--- src/rtl/uart_tx_sched.sv ---
// Round-robin scheduler sharing one uart_tx between N_REQ requesters.
// Each accepted 1-4 byte word is sent MSB-first, one byte per UART frame.
module uart_tx_sched #(
  parameter int N_REQ = 2
) (
  input  logic                 i_Clock,
  input  logic                 i_Reset,
  input  logic [N_REQ-1:0]     i_Req_Valid,
  input  logic [32*N_REQ-1:0]  i_Req_Data,
  input  logic [2*N_REQ-1:0]   i_Req_Len,
  output logic [N_REQ-1:0]     o_Req_Ready,
  output logic [2:0]           o_Owner,
  output logic                 o_Busy,
  output logic                 o_Tx_DV,
  output logic [7:0]           o_Tx_Byte,
  input  logic                 i_Tx_Active,
  input  logic                 i_Tx_Done
);

  typedef enum logic [1:0] {IDLE, SEND, WAIT_DONE} state_t;

  state_t      state_reg;
  logic [1:0]  count_reg;
  logic [31:0] word_reg;

  // Requester buses padded to the 8-requester maximum so a 3-bit index always fits.
  logic [7:0]   valid_pad;
  logic [255:0] data_pad;
  logic [15:0]  len_pad;

  assign valid_pad = 8'(i_Req_Valid);
  assign data_pad  = 256'(i_Req_Data);
  assign len_pad   = 16'(i_Req_Len);

  // cand_idx[i] is the requester checked at priority position i (0 = highest).
  logic [2:0] cand_idx [N_REQ];

  genvar gi;
  generate
    for (gi = 0; gi < N_REQ; gi++) begin : g_cand
      logic [3:0] sum;
      assign sum           = {1'b0, o_Owner} + 4'(gi + 1);
      assign cand_idx[gi]  = (sum >= 4'(N_REQ)) ? 3'(sum - 4'(N_REQ)) : sum[2:0];
    end
  endgenerate

  logic        grant_found;
  logic [2:0]  grant_idx;
  logic [7:0]  grant_onehot;
  logic [31:0] grant_data;
  logic [1:0]  grant_len;

  always_comb begin
    grant_found = 1'b0;
    grant_idx   = '0;
    for (int i = N_REQ - 1; i >= 0; i--) begin
      if (valid_pad[cand_idx[i]]) begin
        grant_found = 1'b1;
        grant_idx   = cand_idx[i];
      end
    end
  end

  assign grant_onehot = 8'd1 << grant_idx;
  assign grant_data   = data_pad[{grant_idx, 5'd0} +: 32];
  assign grant_len    = len_pad[{grant_idx, 1'b0} +: 2];

  always_ff @(posedge i_Clock) begin
    if (i_Reset) begin
      state_reg   <= IDLE;
      count_reg   <= '0;
      word_reg    <= '0;
      o_Req_Ready <= '0;
      o_Owner     <= 3'(N_REQ - 1);
      o_Busy      <= 1'b0;
      o_Tx_DV     <= 1'b0;
      o_Tx_Byte   <= '0;
    end else begin
      o_Req_Ready <= '0;
      o_Tx_DV     <= 1'b0;
      case (state_reg)
        IDLE: begin
          if (grant_found) begin
            word_reg    <= grant_data;
            count_reg   <= grant_len;
            o_Owner     <= grant_idx;
            o_Req_Ready <= grant_onehot[N_REQ-1:0];
            o_Busy      <= 1'b1;
            state_reg   <= SEND;
          end
        end
        SEND: begin
          // Done is also checked so a frame's cleanup cycle is never overrun.
          if (!i_Tx_Active && !i_Tx_Done) begin
            o_Tx_DV   <= 1'b1;
            o_Tx_Byte <= word_reg[{count_reg, 3'd0} +: 8];
            state_reg <= WAIT_DONE;
          end
        end
        WAIT_DONE: begin
          if (i_Tx_Done) begin
            if (count_reg == 2'd0) begin
              o_Busy    <= 1'b0;
              state_reg <= IDLE;
            end else begin
              count_reg <= count_reg - 2'd1;
              state_reg <= SEND;
            end
          end
        end
        default: begin
          o_Busy    <= 1'b0;
          state_reg <= IDLE;
        end
      endcase
    end
  end

endmodule

--- config.mk ---
export PLATFORM = sky130hd
export DESIGN_NAME = uart_tx_sched
export DESIGN_NICKNAME = d
export VERILOG_FILES = /design/src/rtl/uart_tx_sched.sv
export SDC_FILE = /design/constraint.sdc
export NUM_CORES = 1
export LEC_CHECK = 0
export CORE_UTILIZATION = 50
export CTS_CLUSTER_DIAMETER = 100
export DETAILED_ROUTE_END_ITERATION = 12
export DONT_BUFFER_PORTS = 1
export SLEW_MARGIN = 20
export SYNTH_ARGS = -nofsm -noshare
export SYNTH_HDL_FRONTEND = slang
export SYNTH_SLANG_ARGS = --single-unit
--- constraint.sdc ---
create_clock -name i_Clock -period 4.3 [get_ports i_Clock]
set_input_delay 0.86 -clock i_Clock [delete_from_list [all_inputs] [get_ports i_Clock]]
set_output_delay 0.86 -clock i_Clock [all_outputs]
set_load 0.05 [all_outputs]
; Yosys cells after proc, flatten, opt, wreduce, memory -nomap -nowiden
; Index checks and enable logic that the tools add are counted.
[totals]
regBits = 51
latchBits = 0
ramBits = 0
romBits = 0
inputBits = 74
output_inout_bits = 15
word_cells = 68
mem_count = 0
[op_classes]
add_sub_neg = 5
mul = 0
div_mod_pow = 0
order_cmp = 4
n_eq_ne = 7
shift = 4
mux = 24
bitwise = 3
reduce_logical = 13
[op_table]
columns = operator, count
row1 = $shiftx 256x9->32, 1
row2 = $shiftx 32x6->8, 1
row3 = $shiftx 16x5->2, 1
row4 = $mux 2, 6
row5 = $mux 3, 4
row6 = $ne 2x2->1 const B, 5
row7 = $mux 1, 9
row8 = $ge 4x2->1 const B, 2
row9 = $lt 3x4->1 const B, 2
row10 = $reduce_and 4->1, 2
row11 = $bmux 1 s3, 2
row12 = $pmux 2 s3, 1
row13 = $sub 3x2->3 const B, 2
row14 = $add 3x1->4 const B, 1
row15 = $add 3x2->4 const B, 1
row16 = $logic_not 2->1, 2
row17 = $pmux 2 s2, 1
row18 = $reduce_and 2->1, 2
row19 = $not 1->1, 3
row20 = $pmux 1 s3, 1
row21 = $reduce_and 3->1, 1
row22 = $reduce_or 3->1, 1
row23 = $shl 1x3->2 const A, 1
row24 = $eq 2x1->1 const B, 1
row25 = other kinds (6), 7

; Depth between registers and ports, before layout
[depth]
depth_word = 10
mapped_depth = 11
depth_no_buf = 8

; Least setup slack after synthesis
; No wires, ideal clock.
[synth_timing]
path_type = register to register
startpoint = register o_Owner[0]
endpoint = register word_reg[10]
setup_time_ns = 0.122
t_arrival_ns = 2.850
required_ns = 4.178
slack_ns = 1.329
path_stages_with_launch = 10
path_buffers = 2
period_less_slack_ns = 2.971
path_cell_list = dfxtp_1 > buf_4 > inv_1 > ha_1 > or3_4 > a211oi_4 > or3_1 > nand2_1 > clkbuf_1 > a221o_1
[synth_between]
elab_chain_len = 8
word_cells_on_any_way = 18
cone_classes = add/sub (4) / order compare (2) / shift (1) / mux (10) / reduce/logical (1)
[synth_rtl]
columns = element, line
row1 = "start, declared", 12  ; output logic [2:0] o_Owner,
row2 = "start signal, assigned", 74  ; o_Owner <= 3'(N_REQ - 1);
row3 = "start signal, assigned", 86  ; o_Owner <= grant_idx;
row4 = $add 3x2->4, 42  ; assign sum = {1'b0, o_Owner} + 4'(gi + 1);
row5 = $ge 4x2->1 or $sub 3x2->3 (tied branches), 43  ; assign cand_idx[gi] = (sum >= 4'(N_REQ)) ? 3'(sum - 4'(N_REQ)) : sum[2:0];
row6 = $mux 3, 43
row7 = $bmux 1 s3, 57  ; if (valid_pad[cand_idx[i]]) begin
row8 = $mux 1 (not written as such), 57
row9 = $mux 3 or $mux 1 (tied branches) (2 in a row), 57
row10 = $shiftx 256x9->32 or $reduce_and 2->1 (tied branches), -
row11 = "end signal, assigned", 84  ; word_reg <= grant_data;
row12 = "end, declared", 24  ; logic [31:0] word_reg;
; Parallel ways exist; a longest one is shown, timed or not. The select of a mux whose other input is x is not followed.
; A chain may end at the register's enable or synchronous reset.

; Worst setup path in the final report
[layout_timing]
startpoint = register o_Owner[2]
endpoint = register word_reg[19]
; The elaborated chain is that of the path after synthesis.

==> results_dict.tcl <==
set metrics [dict create \
    die-area_mm2 0.005194 \
    crit_chain "ha_1 > a21boi_1 > or3_4 > a211oi_4 > or3_1 > nand2_1 > a221o_1" \
    worstReg2RegStart "o_Owner[2]" \
    rsz0062_at_grt "no" \
    die_height_um 72.07 \
    crit_cells 7 \
    fill_cells 423 \
    synth_top_area_share_pct 41.59 \
    initial_core_util_pct 51.97 \
    critPathMaxStageDelay_ns 0.70 \
    hold_path_class "register to register" \
    grt_usage_pct 21.83 \
    ys_ff_latch 51 \
    postSynthCellCount 245 \
    path_buf_inv 0 \
    fp-row-count 25 \
    dp_hpwl_um 4118 \
    insertion_delay_ns 0.30 \
    overflow 0 \
    grt_max_degree 34 \
    syn_area_per_cell_um2 10.02 \
    layout.nets 320 \
    grt_pass1_vias 1754 \
    reg2reg_depth 7 \
    io_pins 89 \
    post-route-period-util_pct 77.80 \
    p_leak_nw 0.9906 \
    cp_data_required_time_ns 4.48 \
    max-cap-violations 0 \
    cpLargestDelayFamily "simple AND/OR/NAND/NOR gates" \
    diodes 0 \
    clk_pin_slew_ns 0.09 \
    setup_violations 0 \
    hold_path_end "word_reg[28]" \
    io_buffers 0 \
    initialDrtViolationCount 151 \
    switching_share_pct 33.29 \
    cts.sinks 51 \
    crit_arrival_ns 3.53 \
    drv_slew 0 \
    synthArstFlopShare_pct 0 \
    synth_area_mm2 0.002455 \
    ctsHoldBuffers 0 \
    drt-total-wl_um 5509 \
    reg2reg_slack_ns 0.95 \
    ys.flop_type "dfxtp_1" \
    yosysWarnings 0 \
    slew_headroom_pct 29.15 \
    pwr_density_cell_mw_per_mm2 583.6 \
    final_hold_viol_count 0 \
    antenna_found_initial 0 \
    layout_commonest_cell "dfxtp_1" \
    ir_drop_uv 271.9 \
    end_kind "register" \
    post-cts-setup-buffer-count 0 \
    switching_power_w 0.0005105 \
    wl_per_cell_um 17.94 \
    synth-edff-count 0 \
    tightest_slew_ns 1.060 \
    fmax_mhz 298.9 \
    critPathSlowestCell "dfxtp_1" \
    hold_path_depth 1 \
    yosysTopAreaCell "dfxtp_1" \
    clock_skew_ns 0.008909 \
    tns_ns 0 \
    cts_tree "done" \
    timing.rr.end "word_reg[19]" \
    ctsHtreeMaxLevel 2 \
    firstDrtPassIters 5 \
    path_max_fanout 32 \
    ant_nets 0 \
    final_cell_mix "51 x dfxtp_1, 32 x a221o_1, 29 x and2_0, 25 x nand2_1, 16 x a21oi_1" \
    area_delta_synth_final_pct 7.034 \
    power_frac_clock_pct 22.7 \
    crit_type "register to register" \
    cts_buffers 5 \
    p_comb_share_pct 29.0 \
    cts_root_buf "clkbuf_8" \
    fin_crit_ns 3.345 \
    drc 0 \
    synth_cell_type_count 43 \
    coreArea_mm2 0.004723 \
    synth.area.top_cells "dfxtp_1 42%, a221o_1 13%, and2_0 7.4%" \
    drive_above_1_share_pct 12.92 \
    cts-resized-gates 0 \
    cts.path.max_buffers 2 \
    seqPwrFrac_pct 48.4 \
    die_w_um 72.07 \
    start_kind "register" \
    vias 1859 \
    syn_nets 326 \
    largest_reg_flops 32 \
    grt_pass1_wl_um 8721 \
    yosysSeqAreaShare_pct 41.59 \
    status "finished clean" \
    vias_per_cell 6.055 \
    gp_congestion 0.8537 \
    p_int_w 0.001023 \
    holdCritStartpoint "word_reg[28]" \
    total_power_w 0.001534 \
]
-- how the worst max path moves through the flow --
stage / startpoint / end / slack [ns]
2_1_floorplan: o_Owner[0] / word_reg[10] / 1.33
3_3_place_gp: o_Owner[2] / word_reg[3] / 1.06
3_5_place_dp: o_Owner[2] / word_reg[5] / 0.94
4_1_cts: o_Owner[2] / word_reg[2] / 0.94
5_1_grt: o_Owner[1] / word_reg[19] / 0.73
6_report: o_Owner[2] / word_reg[19] / 0.95
-- stage by stage --
stage	instance area, um^2	setup slack [ns]	hold slack [ns]	util [%]	cells
final	2628	0.9546	0.4899	55.63	307
after global routing	2628	0.7311	0.5072	55.63	307
after CTS	2628	0.9396	0.4941	55.63	307
after detailed placement	2506	0.9436	0.4705	53.06	299
after global placement	2506	1.065	0.4626	53.06	299
after floorplan	2455	1.329	0.4502	-	245
-- power groups by stage --
stage / sequential, W / clock [W] / combinational, W
final: 0.000742 / 0.000348 / 0.000444
after CTS: 0.000741 / 0.000356 / 0.000443
after global placement: 0.000745 / 0 / 0.000429
after detailed placement: 0.000751 / 0 / 0.000443
after floorplan: 0.000698 / 0 / 0.000397
after global routing: 0.000758 / 0.000378 / 0.000489
-- routing by layer --
metal / vias to the layer above / share of wire (%) / GRT usage, %
met5: - / 0 / 0
met2: 85 / 44 / 32.40
met3: 2 / 8.6 / 6.667
met1: 876 / 47 / 31.39
met4: 0 / 0.33 / 4.575
li1: 896 / - / -
-- cell type report --
cell class	count	area, um^2	area share (%)
well taps	67	83.83	3.190
multi-input cells	168	1338	50.90
inverters	9	33.78	1.286
clock inverters	2	38.79	1.476
repair buffers	4	30.03	1.143
flip-flops and latches	51	1021	38.86
clock buffers	6	82.58	3.143
-- worst reg2reg max path: stages, from the launching register on --
cell	delay (ns)
dfxtp_1	0.70
ha_1	0.26
a21boi_1	0.08
or3_4	0.37
a211oi_4	0.42
or3_1	0.22
nand2_1	0.61
a221o_1	0.58
-- cell usage after synthesis, types with 3 or more instances --
master / count
a21oi_1: 16
a221o_1: 32
and2_0: 29
and2_1: 3
buf_2: 6
clkbuf_1: 9
dfxtp_1: 51
ha_1: 7
inv_1: 7
mux2i_1: 4
mux4_2: 8
nand2_1: 25
nor2_1: 5
o21ai_0: 4
-- logic make-up after synthesis --
logic type | Yosys count | synth area share, %
compound gates | 70 | 23.70
mux | 12 | 8.970
xor+xnor | 3 | 1.071
buf+inv | 26 | 4.434
fa+ha+maj | 7 | 3.568
flops | 51 | 41.59
simple gates | 76 | 16.67
Power figures use the tool's default switching activity.
